$ cat config.mk
export PLATFORM = sky130hd
export DESIGN_NAME = vend_ctrl_param
export DESIGN_NICKNAME = d
export VERILOG_FILES = /design/src/rtl/vend_ctrl_param.sv
export SDC_FILE = /design/constraint.sdc
export NUM_CORES = 1
export LEC_CHECK = 0
export BUFFER_PORTS_ARGS = -buffer_cell sky130_fd_sc_hd__buf_2
export CAP_MARGIN = 20
export CORE_MARGIN = 2
export CORE_UTILIZATION = 50
export DETAILED_ROUTE_END_ITERATION = 10
export PLACE_DENSITY = 0.75
export SETUP_SLACK_MARGIN = 0.15
export SKIP_CTS_REPAIR_TIMING = 1
export SYNTH_ARGS = -nofsm -noshare
export SYNTH_HDL_FRONTEND = slang
export SYNTH_SLANG_ARGS = --single-unit
export TNS_END_PERCENT = 30
$ cat constraint.sdc
create_clock -name clk -period 2.4 [get_ports clk]
set_input_delay 0.48 -clock clk [delete_from_list [all_inputs] [get_ports clk]]
set_output_delay 0.48 -clock clk [all_outputs]
set_load 0.005 [all_outputs]
$ cat src/rtl/vend_ctrl_param.sv
// Parametrised single-product vending controller: credit in 5 rs units,
// stock tracking, cancel/refund and multi-cycle change return.
module vend_ctrl_param #(
   parameter int PRICE_U    = 3,
   parameter int MAX_U      = 12,
   parameter int CREDIT_W   = 5,
   parameter int STOCK_INIT = 8,
   parameter int STOCK_W    = 4
) (
   input  logic                clk,
   input  logic                rst,
   input  logic [1:0]          in,
   input  logic                cancel,
   input  logic                restock,
   output logic                out,
   output logic [1:0]          change,
   output logic [1:0]          coin_rej,
   output logic [CREDIT_W-1:0] credit,
   output logic [STOCK_W-1:0]  stock,
   output logic                sold_out,
   output logic                busy
);

   typedef enum logic [1:0] {
      IDLE   = 2'd0,
      ACCUM  = 2'd1,
      VEND   = 2'd2,
      CHANGE = 2'd3
   } state_t;

   localparam logic [CREDIT_W-1:0] PRICE  = CREDIT_W'(PRICE_U);
   localparam logic [CREDIT_W-1:0] MAX    = CREDIT_W'(MAX_U);
   localparam logic [STOCK_W-1:0]  S_INIT = STOCK_W'(STOCK_INIT);

   state_t state;

   function automatic logic [CREDIT_W-1:0] coin_val(input logic [1:0] c);
      case (c)
         2'b01:   coin_val = CREDIT_W'(1);
         2'b10:   coin_val = CREDIT_W'(2);
         2'b11:   coin_val = CREDIT_W'(4);
         default: coin_val = CREDIT_W'(0);
      endcase
   endfunction

   logic [CREDIT_W-1:0] sum;
   logic                accept;

   // CREDIT_W is sized to hold MAX_U+4, so the sum never overflows before the cap test
   assign sum    = credit + coin_val(in);
   assign accept = (in != 2'b00) && (stock != '0) && !cancel && (sum <= MAX);

   always_ff @(posedge clk) begin
      if (rst) begin
         state    <= IDLE;
         out      <= 1'b0;
         change   <= 2'b00;
         coin_rej <= 2'b00;
         credit   <= '0;
         stock    <= S_INIT;
         sold_out <= (S_INIT == '0);
         busy     <= 1'b0;
      end else begin
         out      <= 1'b0;
         change   <= 2'b00;
         coin_rej <= 2'b00;
         case (state)
            IDLE, ACCUM: begin
               if (restock && state == IDLE) begin
                  stock    <= S_INIT;
                  sold_out <= (S_INIT == '0);
               end
               // cancel beats a simultaneous coin; the coin is bounced back
               if (state == ACCUM && cancel) begin
                  coin_rej <= in;
                  state    <= CHANGE;
                  busy     <= 1'b1;
               end else if (accept) begin
                  credit <= sum;
                  if (sum >= PRICE) begin
                     state <= VEND;
                     out   <= 1'b1;
                     busy  <= 1'b1;
                  end else begin
                     state <= ACCUM;
                  end
               end else begin
                  coin_rej <= in;
               end
            end
            VEND: begin
               coin_rej <= in;
               credit   <= credit - PRICE;
               stock    <= stock - STOCK_W'(1);
               sold_out <= (stock == STOCK_W'(1));
               if (credit == PRICE) begin
                  state <= IDLE;
                  busy  <= 1'b0;
               end else begin
                  state <= CHANGE;
               end
            end
            CHANGE: begin
               coin_rej <= in;
               // largest coin first; an extra edge at zero credit clears change
               if (credit == '0) begin
                  state <= IDLE;
                  busy  <= 1'b0;
               end else if (credit >= CREDIT_W'(2)) begin
                  change <= 2'b10;
                  credit <= credit - CREDIT_W'(2);
               end else begin
                  change <= 2'b01;
                  credit <= credit - CREDIT_W'(1);
               end
            end
            default: begin
               state  <= IDLE;
               credit <= '0;
               busy   <= 1'b0;
            end
         endcase
      end
   end

endmodule

==> results.yml <==
die:
  die_area_sq_um: 3100
  num_rows: 18
  coreArea_sq_um: 2500
  fp.dieH_microns: 55.7
  initial_core_util_pct: 53.5
  pin_count: 22
  fp.dieW_microns: 55.7
synthesis:
  ys_ff_latch: 18
  synthXorXnorAreaFrac_pct: 5.24
  async_flop_share_pct: 0
  synth_top_area_cell: "dfxtp_1"
  ys_warn_count: 0
  avgSynthCellArea_sq_um: 8.73
  netlist.area_leader.share_pct: 27.0
  synthSimpleGateAreaFrac_pct: 16.0
  synth_compound_area_share_pct: 26.7
  synth.cell_area_sq_um: 1340
  synthCells: 153
  synth_area_leaders: "dfxtp_1, ha_1, a21oi_1, nor2_1, a2111oi_4"
  synth-edff-count: 0
  synth_adder_area_share_pct: 12.7
  synth_nets: 172
  synth_cell_types: 45
  seq_area_frac_synth_pct: 27.0
  synth_top_family_by_area: "compound AO/OA/AOI/OAI gates"
  synthMuxAreaShare_pct: 5.62
  synthFlopType: "dfxtp_1"
clock_network:
  worstSkewPairLatency_ns: 0.30
  cts_buffer_depth: 2
  clk_pin_slew_ns: 0.11
  cts-root-buf: "clkbuf_4"
  cts_buffers: 3
  cts_tree: "yes"
  htreeDepth: 1
  cts.sinks: 18
drt:
  top_layer: "met4"
  dr_wl_met2_microns: 1710
  wl_microns: 3420
  drc: 0
  drtIter0Drc: 39
  wl_met1_microns: 1470
  dr_total_vias: 1252
  drt_first_pass_iters: 4
  vias_per_cell: 5.77
  ant_nets: 0
  dr_wl_met3_microns: 166
  wl_per_cell_microns: 15.7
sta:
  post-route-period-util_pct: 98.6
  fmax_ghz: 0.422
  finalSetupViolCount: 0
  grt_setup_unrepaired: "yes"
  slew_viol_final: 0
  tightest_slew_ns: 0.549
  skew_ns: 0.0180
  relSlewSlack_pct: 63.0
  finalCriticalPeriod_ns: 2.37
  hold_violations: 0
  fin_tns_setup_ns: 0
final_layout:
  layout.nets: 207
  multiInputGateArea_sq_um: 1010
  design_area_sq_um: 1720
  antenna_cells: 0
  n_fill_cell: 205
  drive_above_1_share_pct: 36.4
  synthToLayoutAreaGrowth_pct: 28.7
  seqCellArea_sq_um: 363
place:
  portBuffers: 21
  place_hpwl_microns: 2410
  placed_cell_area_sq_um: 1570
  routabilityCongestion: 0.917
worst_setup_path:
  max_stage_delay_ns: 0.42
  worstPathCellList: "buf_8 > nor2b_4 > ha_4 > fa_2 > xnor2_4 > nor3_2 > mux2i_1 > a21oi_2 > a31oi_2 > mux2_4"
  critical_path_class: "in2reg"
  crit_path_end_kind: "flop"
  worstPathMaxFanout: 4
  cp_slowest_cell: "fa_2"
  cp.required_ns: 2.57
  worstSetupStartpointType: "input port"
  crit_arrival_ns: 2.54
pwr:
  ir_drop_uv: 838
  power.leakage_nw: 0.758
  total_power_mw: 2.58
  power_density_nw_per_um2: 1500
grt:
  grtUsageTotal_pct: 21.1
  grt_pass1_wl_microns: 5330
  grt_max_degree: 16
  grt_pass1_vias: 1204
  overflow: 0
  antenna_found_initial: 0
job:
  cap_violations: 0
hold_path:
  hold_path.class: "in2reg"
run_status:
  status: "completed"
-- layout make-up --
cell class	count	share of cell area (%)
inverter	12	2.77
clock buffer	4	2.11
multi-input combinational	118	59.0
tap	30	2.18
timing repair buffer	35	12.8
sequential	18	21.1
-- registers in the layout, summed over array words and instances (netlist names) --
register and flops:
stock 4, out 1, sold_out 1, change 2
credit 5, busy 1, coin_rej 2, state 2
-- worst max-delay path, delay by kind of cell --
family                   cells  cell delay [ns]
XOR/XNOR                     1             0.22
adder cells (fa/ha/maj)      2             0.57
buffers and inverters        1             0.10
AND/OR/NAND/NOR              2             0.20
multiplexers                 2             0.59
AO/OA/AOI/OAI                2             0.37
-- metrics by stage --
step           hold WS, ns  instances  setup slack (ns)  util, %
2_1_floorplan        0.475        153           0.00172        -
3_3_place_gp         0.470        212            -0.140     62.8
3_5_place_dp         0.473        212            -0.220     62.8
4_1_cts              0.500        216            0.0820     64.2
5_1_grt              0.488        217           -0.0344     68.8
6_report             0.492        217            0.0324     68.8
-- report_power, final --
group / internal (mW) / switching (mW)
Sequential: 0.404 / 0.159
Combinational: 0.868 / 0.969
Clock: 0.0924 / 0.0919
-- cell usage in the layout, fill, tap and decap left out, types with 4 or more instances in the layout --
master   count
a21oi_1     14
and2_1       4
buf_2       20
buf_4       14
dfxtp_1     16
ha_1        10
inv_1       11
nand2_1      6
nor2_1      16
nor3_1       4
o21ai_0      5
xnor2_1      4
-- worst paths after layout --
kind | from | end | slack (ns) | cells after the start
worst max-delay path | in[0] | credit[1] | 0.03 | 10
worst max register to register | credit[0] | credit[1] | 0.07 | 8
worst min-delay path | in[0] | coin_rej[0] | 0.49 | 3
worst min register to register | busy | busy | 0.50 | 2
-- routing by layer --
metal | GRT usage [%] | up-vias
met5 | 0 | -
met4 | 5.92 | 0
met3 | 5.12 | 8
met2 | 33.7 | 41
met1 | 28.5 | 586
li1 | - | 617
-- kinds of logic after synthesis --
kind of cell / after synthesis
DFF: 18
muxes: 7
buffers and inverters: 17
AOI/OAI and AO/OA: 46
adders and majority gates: 13
xor gates and xnor gates: 8
and+or+nand+nor: 44
-- Yosys cell counts, drive strengths merged (3+ instances only) --
master  count
nand3       3
xnor2       5
nor3        5
and2        4
xor2        3
dfxtp      18
mux2i       3
mux2        4
nor2       17
ha         12
nand2       6
clkbuf      3
inv        12
a22oi       3
a21oi      17
o21ai       6
(Power assumes the default switching activity.)
